## src/rtl/muldiv_unit.sv

```systemverilog
// rtl/muldiv_unit.sv - multi-cycle signed/unsigned multiply/divide engine with HI/LO results
module muldiv_unit #(
    parameter int WIDTH      = 32,
    parameter int MUL_STAGES = 2
) (
    input  logic             clk,
    input  logic             rst,
    input  logic             start_i,
    input  logic             op_i,
    input  logic             signed_i,
    input  logic [WIDTH-1:0] a_i,
    input  logic [WIDTH-1:0] b_i,
    input  logic             cancel_i,
    output logic             busy_o,
    output logic             ready_o,
    output logic [WIDTH-1:0] hi_o,
    output logic [WIDTH-1:0] lo_o
);
    localparam int CW = $clog2(WIDTH + 1);
    localparam int MW = (MUL_STAGES > 1) ? $clog2(MUL_STAGES) : 1;

    localparam logic [1:0] S_IDLE = 2'd0;
    localparam logic [1:0] S_MUL  = 2'd1;
    localparam logic [1:0] S_DIV  = 2'd2;
    localparam logic [1:0] S_DONE = 2'd3;

    logic [1:0]         state;
    logic [WIDTH-1:0]   a_q, b_q, dvsr, quo, rem;
    logic               signed_q;
    logic [CW-1:0]      cnt, cnt_nxt;
    logic [MW-1:0]      mul_cnt;
    logic [2*WIDTH-1:0] ext_a, ext_b, mul_in, mul_res;
    logic [WIDTH:0]     shifted, diff;
    logic [WIDTH-1:0]   quo_nxt, rem_nxt, quo_fix, rem_fix, a_abs, b_abs;
    logic               accept;

    assign accept  = start_i & ~cancel_i;
    assign busy_o  = (state == S_MUL) || (state == S_DIV);
    assign ready_o = (state == S_DONE);

    always_comb begin
        ext_a   = signed_i ? {{WIDTH{a_i[WIDTH-1]}}, a_i} : {{WIDTH{1'b0}}, a_i};
        ext_b   = signed_i ? {{WIDTH{b_i[WIDTH-1]}}, b_i} : {{WIDTH{1'b0}}, b_i};
        mul_in  = ext_a * ext_b;
        a_abs   = (signed_i && a_i[WIDTH-1]) ? -a_i : a_i;
        b_abs   = (signed_i && b_i[WIDTH-1]) ? -b_i : b_i;
        cnt_nxt = cnt + 1'b1;
        // Restoring step: the dividend shifts out of quo into rem as quotient bits shift in.
        shifted = {rem, quo[WIDTH-1]};
        diff    = shifted - {1'b0, dvsr};
        if (!diff[WIDTH]) begin
            rem_nxt = diff[WIDTH-1:0];
            quo_nxt = {quo[WIDTH-2:0], 1'b1};
        end else begin
            rem_nxt = shifted[WIDTH-1:0];
            quo_nxt = {quo[WIDTH-2:0], 1'b0};
        end
        quo_fix = (signed_q && (a_q[WIDTH-1] ^ b_q[WIDTH-1])) ? -quo_nxt : quo_nxt;
        rem_fix = (signed_q && a_q[WIDTH-1]) ? -rem_nxt : rem_nxt;
    end

    generate
        if (MUL_STAGES == 1) begin : g_mul_comb
            assign mul_res = mul_in;
        end else begin : g_mul_pipe
            logic [2*WIDTH-1:0] pipe [MUL_STAGES-1];
            always_ff @(posedge clk) begin
                if (!rst) begin
                    for (int k = 0; k < MUL_STAGES - 1; k++) pipe[k] <= '0;
                end else begin
                    pipe[0] <= mul_in;
                    for (int k = 1; k < MUL_STAGES - 1; k++) pipe[k] <= pipe[k-1];
                end
            end
            assign mul_res = pipe[MUL_STAGES-2];
        end
    endgenerate

    always_ff @(posedge clk) begin
        if (!rst) begin
            state    <= S_IDLE;
            a_q      <= '0;
            b_q      <= '0;
            signed_q <= 1'b0;
            dvsr     <= '0;
            quo      <= '0;
            rem      <= '0;
            cnt      <= '0;
            mul_cnt  <= '0;
            hi_o     <= '0;
            lo_o     <= '0;
        end else begin
            case (state)
                S_IDLE: begin
                    if (accept) begin
                        a_q      <= a_i;
                        b_q      <= b_i;
                        signed_q <= signed_i;
                        quo      <= a_abs;
                        dvsr     <= b_abs;
                        rem      <= '0;
                        cnt      <= '0;
                        mul_cnt  <= '0;
                        if (op_i) begin
                            state <= S_DIV;
                        end else if (MUL_STAGES == 1) begin
                            state <= S_DONE;
                            hi_o  <= mul_res[2*WIDTH-1:WIDTH];
                            lo_o  <= mul_res[WIDTH-1:0];
                        end else begin
                            state <= S_MUL;
                        end
                    end
                end
                S_MUL: begin
                    if (cancel_i) begin
                        state <= S_IDLE;
                    end else if (mul_cnt == MW'(MUL_STAGES - 2)) begin
                        state <= S_DONE;
                        hi_o  <= mul_res[2*WIDTH-1:WIDTH];
                        lo_o  <= mul_res[WIDTH-1:0];
                    end else begin
                        mul_cnt <= mul_cnt + 1'b1;
                    end
                end
                S_DIV: begin
                    if (cancel_i) begin
                        state <= S_IDLE;
                    end else begin
                        rem <= rem_nxt;
                        quo <= quo_nxt;
                        cnt <= cnt_nxt;
                        if (cnt_nxt == CW'(WIDTH)) begin
                            state <= S_DONE;
                            hi_o  <= (b_q == '0) ? a_q : rem_fix;
                            lo_o  <= (b_q == '0) ? '1  : quo_fix;
                        end
                    end
                end
                default: state <= S_IDLE;
            endcase
        end
    end
endmodule

```

## config.mk

```make
export PLATFORM = sky130hd
export DESIGN_NAME = muldiv_unit
export DESIGN_NICKNAME = d
export VERILOG_FILES = /design/src/rtl/muldiv_unit.sv
export SDC_FILE = /design/constraint.sdc
export NUM_CORES = 2
export LEC_CHECK = 0
export ABC_AREA = 1
export CORE_ASPECT_RATIO = 1.1
export CORE_MARGIN = 2
export CORE_UTILIZATION = 60
export DETAILED_ROUTE_END_ITERATION = 16
export PLACE_DENSITY = 0.74
export SETUP_SLACK_MARGIN = 0.05
export SYNTH_ARGS = -nofsm -noshare
export SYNTH_HDL_FRONTEND = slang
export SYNTH_SLANG_ARGS = --single-unit
```

## constraint.sdc

```tcl
create_clock -name clk -period 21.8 [get_ports clk]
set_input_delay 5.45 -clock clk [delete_from_list [all_inputs] [get_ports clk]]
set_output_delay 5.45 -clock clk [all_outputs]
set_load 0.01 [all_outputs]
```

==> impl_metrics.yaml <==
drt:
  drc: 0
  drt-total-wl_um: 218000
  vias_per_cell: 5.59
  drt_iter0_markers: 5351
  vias: 55300
  ant_nets: 0
  routedWlPerCell_um: 22.1
  firstDrtPassIters: 8
status:
  status: "complete, no violations"
setup_path:
  required_ps: 22330
  cpMaxStageDelayCell: "fa_1"
  critPathMaxFanout: 26
  criticalPathCategory: "in2reg"
  end_kind: "flip-flop"
  worstPathArrival_ps: 16490
  crit_path_start_kind: "primary input"
  cpMostUsedCell: "fa_1"
  critical-path-max-stage-delay_ps: 1000
timing:
  setup_viol: 0
  max_freq_mhz: 62.7
  fin_skew_ps: 34.5
  rsz0062_at_grt: "false"
  fin_crit_ps: 15960
  max-slew-margin-rel: 0.191
  setup-tns-final_ps: 0
  tightest_slew_ps: 1210
  finalMaxSlewViolations: 0
  fin_crit_sh: 0.732
  hold_violations: 0
global_route:
  grt_pass1_wl_um: 337000
  track_usage: 0.395
  antenna_found_initial: 13
  grt_overflow: 0
  grt_start_max_net_pins: 94
  grt_pass1_vias: 58000
layout:
  layout.nets: 10300
  syn2layout_area_growth_pct: 4.80
  drive_gt1_frac: 0.0359
place:
  gp_congestion: 1.01
  io_buffer_count: 135
  place_hpwl_um: 171000
floorplanning:
  ioPinCount: 136
  initial_core_util: 0.605
  fp.coreArea_sq_mm: 0.109
  die_area_sq_mm: 0.113
  die_w_um: 320
  chipHeight_um: 352
  rows: 127
clock_tree:
  clk_pin_slew_ps: 80
  cts_buffers: 31
  cts_resized: 0
  htree_levels: 1
  cts_buffer_depth: 3
  cts-hold-fix-buffers: 0
  cts_root_buf: "clkbuf_16"
  clock-sinks: 296
  clk_latency_ps: 610
  cts_setup_buffers: 0
  tritoncts: "done"
yosys:
  synth_top_area_frac: 0.429
  synthesis.area_sq_mm: 0.0661
  synthTopCellsByArea: "fa_1 43%, inv_1 14%, nand2_1 11%, dfxtp_1 9.0%, ha_1 6.7%"
  yosysUniqueCellTypes: 58
  synth_common_cells: "2,505 x inv_1, 1,885 x nand2_1, 1,416 x fa_1"
  yosysWarnings: 0
  ys_ff_latch: 296
  ys_seq_area_frac: 0.0897
  yosysMostFrequentCell: "inv_1"
  synthArstFlopShare: 0
  yosysTopAreaCell: "fa_1"
  synth_cells: 8570
  syn-num-nets: 10400
  syn_area_per_cell_sq_um: 7.71
  synth_edf_count: 0
  synth_flop_cell: "dfxtp_1"
flow_run:
  max-cap-violations: 0
min_path:
  min_path_type: "reg2reg"
[flip-flops by register name (all words and copies together) (netlist names)]
name and count:
quo 32, state 2, g_mul_pipe.pipe 64, b_q 32, lo_o 32, rem 32
signed_q 1, hi_o 32, cnt 6, dvsr 31, a_q 32
[worst paths after layout]
path	start	endpoint	slack [ps]	cells after the start
hold reg to reg	a_q[24]$_SDFFE_PN0P_	a_q[24]$_SDFFE_PN0P_	460	2
hold / removal	a_q[24]$_SDFFE_PN0P_	a_q[24]$_SDFFE_PN0P_	460	2
setup reg to reg	quo[31]$_SDFFE_PN0P_	lo_o[30]$_SDFFE_PN0P_	16130	30
setup / recovery	signed_i	g_mul_pipe.pipe[0][58]$_SDFF_PN0_	5840	31
[cell type report]
class	instances	area [sq um]
inverters	2515	9440
diodes	5	12.5
repair buffers	229	1840
well taps	1419	1780
multi-input cells	5368	49200
clock buffers	36	815
fillers	9772	39900
clock inverters	22	218
flip-flops and latches	296	5930
[layout by cell type, fill, tap and decap left out, types with 95 or more instances in the layout]
cell,count
buf_4,95
ha_1,355
dfxtp_1,296
nor2_1,365
nand3_1,152
o21ai_0,235
inv_1,2503
a21oi_1,460
nand2_1,1884
fa_1,1416
[routing by layer]
layer	track usage	up-vias	wire (um)
met5	0	-	26
met4	0.167	4	10900
met3	0.0883	598	23800
met2	0.634	2918	99900
met1	0.517	27300	83700
li1	-	24500	-
[worst max-delay path, delay by kind of cell]
family / cells / cell delay, ps
adders and majority gates: 11 / 5850
AOI/OAI and AO/OA: 6 / 1140
buffers and inverters: 8 / 2150
and+or+nand+nor: 6 / 1880
[logic make-up (layout without fill, tap and decap cells)]
kind of cell | Yosys count | after routing | share of synthesized area
AOI/OAI and AO/OA | 904 | 904 | 0.0765
xor gates and xnor gates | 90 | 90 | 0.0119
adders and majority gates | 1772 | 1772 | 0.496
buffers and inverters | 2906 | 2802 | 0.166
DFF | 296 | 296 | 0.0897
other | 0 | 5 | 0
and+or+nand+nor | 2602 | 2602 | 0.159
[metrics by stage]
stage / cell area [sq um] / hold WS [ps] / worst slack (ps) / utilization / instances
3_5_place_dp: 68200 / 444 / 5300 / 0.625 / 9827
4_1_cts: 69200 / 455 / 5940 / 0.634 / 9885
5_1_grt: 69200 / 470 / 5310 / 0.634 / 9885
2_1_floorplan: 66100 / 430 / 7750 / - / 8570
6_report: 69300 / 457 / 5840 / 0.634 / 9890
3_3_place_gp: 68200 / 439 / 5450 / 0.625 / 9827
Power is not shown: default switching activity piles up to over one toggle a cycle in this logic, so the estimate is an artifact.
